--- config.mk ---
export PLATFORM = sky130hd
export DESIGN_NAME = alu_arbiter
export DESIGN_NICKNAME = d
export VERILOG_FILES = /design/src/rtl/alu_arbiter.sv
export SDC_FILE = /design/constraint.sdc
export NUM_CORES = 1
export LEC_CHECK = 0
export CAP_MARGIN = 20
export CORE_UTILIZATION = 35
export CTS_CLUSTER_DIAMETER = 150
export DETAILED_ROUTE_END_ITERATION = 12
export GPL_ROUTABILITY_DRIVEN = 0
export PLACE_DENSITY = 0.78
export SETUP_SLACK_MARGIN = 0.4
export SLEW_MARGIN = 0
export SYNTH_ARGS = -nofsm -noshare
export SYNTH_HDL_FRONTEND = slang
export SYNTH_SLANG_ARGS = --single-unit
--- constraint.sdc ---
create_clock -name clk -period 6 [get_ports clk]
set_clock_uncertainty 0.05 [all_clocks]
set_input_delay 1.8 -clock clk [delete_from_list [all_inputs] [get_ports clk]]
set_output_delay 1.8 -clock clk [all_outputs]
set_load 0.05 [all_outputs]
--- src/rtl/alu_arbiter.sv ---
// Two-requester round-robin arbiter in front of a single shared ALU.
// Latches the winner's operands, waits for a low-then-high alu_done or times out, then acks.
module alu_arbiter #(
    parameter int unsigned TIMEOUT = 15
) (
    input  logic        clk,
    input  logic        reset,
    input  logic        req0,
    input  logic        req1,
    input  logic [2:0]  op0,
    input  logic [2:0]  op1,
    input  logic [7:0]  a0,
    input  logic [7:0]  b0,
    input  logic [7:0]  a1,
    input  logic [7:0]  b1,
    output logic        ack0,
    output logic        ack1,
    output logic [15:0] res0,
    output logic [15:0] res1,
    output logic        err0,
    output logic        err1,
    output logic [7:0]  alu_a,
    output logic [7:0]  alu_b,
    output logic [2:0]  alu_op,
    output logic        alu_start,
    input  logic        alu_done,
    input  logic [15:0] alu_result,
    output logic        busy
);

    typedef enum logic [1:0] {StIdle, StIssue, StWait, StResp} state_e;

    // Counter value on the final permitted WAIT cycle.
    localparam logic [7:0] TmoLast = 8'(TIMEOUT - 1);

    state_e      state_q, state_d;
    logic        rr_q, rr_d;
    logic        win_q, win_d;
    logic [2:0]  op_q, op_d;
    logic [7:0]  a_q, a_d;
    logic [7:0]  b_q, b_d;
    logic        seen_low_q, seen_low_d;
    logic [7:0]  cnt_q, cnt_d;
    logic [15:0] res_q, res_d;
    logic        err_q, err_d;
    logic        grant;

    always_ff @(posedge clk or posedge reset) begin
        if (reset) begin
            state_q    <= StIdle;
            rr_q       <= 1'b0;
            win_q      <= 1'b0;
            op_q       <= 3'd0;
            a_q        <= 8'd0;
            b_q        <= 8'd0;
            seen_low_q <= 1'b0;
            cnt_q      <= 8'd0;
            res_q      <= 16'd0;
            err_q      <= 1'b0;
        end else begin
            state_q    <= state_d;
            rr_q       <= rr_d;
            win_q      <= win_d;
            op_q       <= op_d;
            a_q        <= a_d;
            b_q        <= b_d;
            seen_low_q <= seen_low_d;
            cnt_q      <= cnt_d;
            res_q      <= res_d;
            err_q      <= err_d;
        end
    end

    always_comb begin
        state_d    = state_q;
        rr_d       = rr_q;
        win_d      = win_q;
        op_d       = op_q;
        a_d        = a_q;
        b_d        = b_q;
        seen_low_d = seen_low_q;
        cnt_d      = cnt_q;
        res_d      = res_q;
        err_d      = err_q;
        grant      = 1'b0;
        ack0       = 1'b0;
        ack1       = 1'b0;
        res0       = 16'd0;
        res1       = 16'd0;
        err0       = 1'b0;
        err1       = 1'b0;
        alu_a      = 8'd0;
        alu_b      = 8'd0;
        alu_op     = 3'd0;
        alu_start  = 1'b0;
        busy       = (state_q != StIdle);

        unique case (state_q)
            StIdle: begin
                if (req0 || req1) begin
                    // A lone request wins outright; a tie goes to the rr pointer.
                    grant   = (req0 && req1) ? rr_q : req1;
                    win_d   = grant;
                    rr_d    = ~grant;
                    op_d    = grant ? op1 : op0;
                    a_d     = grant ? a1 : a0;
                    b_d     = grant ? b1 : b0;
                    state_d = StIssue;
                end
            end
            StIssue: begin
                alu_start  = 1'b1;
                alu_op     = op_q;
                alu_a      = a_q;
                alu_b      = b_q;
                seen_low_d = 1'b0;
                cnt_d      = 8'd0;
                state_d    = StWait;
            end
            StWait: begin
                alu_start = 1'b1;
                alu_op    = op_q;
                alu_a     = a_q;
                alu_b     = b_q;
                if (!alu_done) begin
                    seen_low_d = 1'b1;
                end
                // A done that was never preceded by a low is the ALU's idle level.
                if (alu_done && seen_low_q) begin
                    res_d   = alu_result;
                    err_d   = 1'b0;
                    state_d = StResp;
                end else if (cnt_q == TmoLast) begin
                    res_d   = 16'd0;
                    err_d   = 1'b1;
                    state_d = StResp;
                end else begin
                    cnt_d = cnt_q + 8'd1;
                end
            end
            StResp: begin
                if (win_q) begin
                    ack1 = 1'b1;
                    res1 = res_q;
                    err1 = err_q;
                end else begin
                    ack0 = 1'b1;
                    res0 = res_q;
                    err0 = err_q;
                end
                state_d = StIdle;
            end
            default: state_d = StIdle;
        endcase
    end

endmodule

==> flow_summary.json <==
{
  "status": "completed",
  "final_common_cell": "clkdlybuf4s50_1",
  "hpwl_um": 4680,
  "reg2reg_setup_slack_ps": 3290,
  "rr_worst_depth": 7,
  "cp_cell_sequence": "ha_1 -> nor2b_1 -> and2_1 -> clkdlybuf4s50_1",
  "final_hold_viol_count": 0,
  "use_met2_pct": 32.4,
  "period_needed_ps": 4880,
  "maxSlewHeadroom_pct": 36.9,
  "final_cell_mix": "clkdlybuf4s50_1, dfrtp_1, and2_1, inv_1, a222oi_1",
  "required_ps": 4150,
  "nFillCells": 593,
  "die_y_um": 86.1,
  "drtAntennaViolNets": 0,
  "combPwrFrac_pct": 60.9,
  "rr_startpoint": "state_q[0]",
  "reg2reg_to": "res_q[11]",
  "grt_pass1_vias": 2313,
  "syn_to_final_growth_pct": 55.2,
  "grt_pass1_wl_um": 10900,
  "dr.first_iter.drc_count": 183,
  "antenna_cells": 0,
  "coreArea_um2": 6790,
  "path_max_fanout": 19,
  "use_met1_pct": 22.9,
  "synthCells": 243,
  "hold_class": "reg -> reg",
  "hold_depth": 1,
  "synth_cell_types": 33,
  "io_pins": 116,
  "drc_errors": 0,
  "synth_seq_cells": 49,
  "gr-total-overflow": 0,
  "synth-main-ff-cell": "dfrtp_1",
  "cts_hold_buffers": 0,
  "cts_setup_buffers": 0,
  "finalNonFillerCells": 451,
  "worst_slew_pin_slew_ps": 946,
  "post_cts_resized": 0,
  "grt_start_max_net_pins": 50,
  "endpoint_kind": "primary output",
  "critPathMaxStageDelay_ps": 810,
  "clk_latency_ps": 310,
  "wl_per_cell_um": 14.5,
  "postSynthAreaPerCell_um2": 10.2,
  "synthesis.area_um2": 2470,
  "hold_end": "cnt_q[7]",
  "syn_nets": 308,
  "drive_gt1_share_pct": 5.07,
  "clock_sinks": 49,
  "die_x_um": 86.1,
  "grt-busiest-layer": "met2",
  "cts_buffers": 5,
  "fin_crit_sh_pct": 81.4,
  "slew_violations": 0,
  "post-place-cells": 441,
  "seq_area_frac_synth_pct": 49.6,
  "power_switching_share_pct": 48.9,
  "cpMaxStageDelayCell": "clkdlybuf4s50_1",
  "synth_warnings": 0,
  "postSynth.asyncResetShare_pct": 100,
  "io_buffers": 115,
  "worstSetupStartpointType": "register",
  "p_sw_mw": 1.02,
  "finalSetupViolCount": 0,
  "drtPass1Iterations": 7,
  "p_int_mw": 1.06,
  "nets": 419,
  "root_buffer": "clkbuf_8",
  "rows": 30,
  "path_clk_slew_ps": 100,
  "seq_power_share_pct": 27.6,
  "use_met3_pct": 4.91,
  "cts_buffer_depth": 2,
  "p_per_area_nw_per_um2": 541,
  "grt.total_usage_pct": 18.7,
  "avgViaCountPerCell": 5.11,
  "htree_levels": 2,
  "worst-setup-path-type": "reg -> out",
  "cts_tree": "built",
  "rsz0062_at_grt": "false",
  "fmax_ghz": 0.205,
  "num_vias": 2306,
  "arrival_ps": 3030,
  "timing.setup.tns_ps": 0,
  "worst_hold_startpoint": "cnt_q[7]",
  "start_util_pct": 36.4,
  "wl_um": 6550,
  "synth_edf_count": 0,
  "p_clk_share_pct": 11.6,
  "antenna_found_initial": 0,
  "leakage_nw": 1.77,
  "cap_violations": 0,
  "die_area_um2": 7410,
  "max-vdd-ir-drop_mv": 0.357
}
-- flip-flops by register name (all words and copies together) (netlist names) --
name	count
res_q	16
a_q	8
b_q	8
cnt_q	8
op_q	3
state_q	2
err_q	1
rr_q	1
seen_low_q	1
win_q	1
-- layout make-up --
cell class	count	area, um^2	area share (%)
multi-input cells	152	1090	28.3
inverters	27	101	2.64
clock buffers	5	68.8	1.79
repair buffers	119	1190	31.1
well taps	96	120	3.13
clock inverters	3	43.8	1.14
flip-flops and latches	49	1230	31.9
-- critical path, delay by kind of cell, from the launching register on --
family	cells	cell delay, ps
adders and majority gates	1	470
buffers and inverters	1	810
DFF	1	410
and+or+nand+nor	2	1030
-- power groups by stage --
stage,logic (mW),registers [mW],clock network (mW)
after floorplan,0.900,0.534,0
after global placement,1.24,0.572,0
after detailed placement,1.27,0.575,0
after CTS,1.27,0.572,0.244
after global routing,1.36,0.595,0.261
final,1.27,0.573,0.240
-- per-stage QoR --
stage	area [um^2]	power [mW]	hold WS, ps	setup WS, ps	utilization, %
finish	3840	2.08	439	1120	56.5
floorplan	2470	1.43	396	2090	-
global placement	3700	1.81	419	1610	54.5
detailed placement	3700	1.85	427	1460	54.5
global route	3840	2.21	462	819	56.5
CTS	3810	2.09	438	1100	56.1
-- layer usage --
metal  up-vias  routed length [um]
li1       1101                   -
met1      1097                2900
met2        99                3120
met3         9                 457
met4         0                  74
met5         -                   0
-- logic make-up (layout without fill, tap and decap cells) --
kind of cell	Yosys count	after routing	share of synthesized area [%]
and+or+nand+nor	86	86	20.5
AOI/OAI and AO/OA	59	59	19.8
DFF	49	49	49.6
buffers and inverters	42	154	6.68
adders and majority gates	6	6	3.03
muxes	1	1	0.455
-- worst max path at each step --
stage	start	end	slack (ps)
finish	state_q[1]	res0[11]	1120
global route	state_q[0]	res0[3]	820
CTS	state_q[1]	res0[14]	1100
detailed placement	state_q[1]	res0[3]	1460
global placement	state_q[0]	res0[14]	1610
floorplan	state_q[0]	res0[10]	2090
-- cells in the mapped netlist, types with 5 or more instances --
| cell type | n | area (um^2) |
|---|---|---|
| a222oi_1 | 19 | 190 |
| ha_1 | 6 | 75.1 |
| and3_1 | 18 | 113 |
| dfrtp_1 | 49 | 1230 |
| nor2_1 | 7 | 26.3 |
| and2_1 | 37 | 231 |
| o21ai_0 | 10 | 50.1 |
| nand3_1 | 5 | 25.0 |
| a22o_1 | 16 | 140 |
| inv_1 | 26 | 97.6 |
| clkbuf_1 | 14 | 52.6 |
| nand2_1 | 7 | 26.3 |
Note: power is estimated with default switching activity, not from simulation.
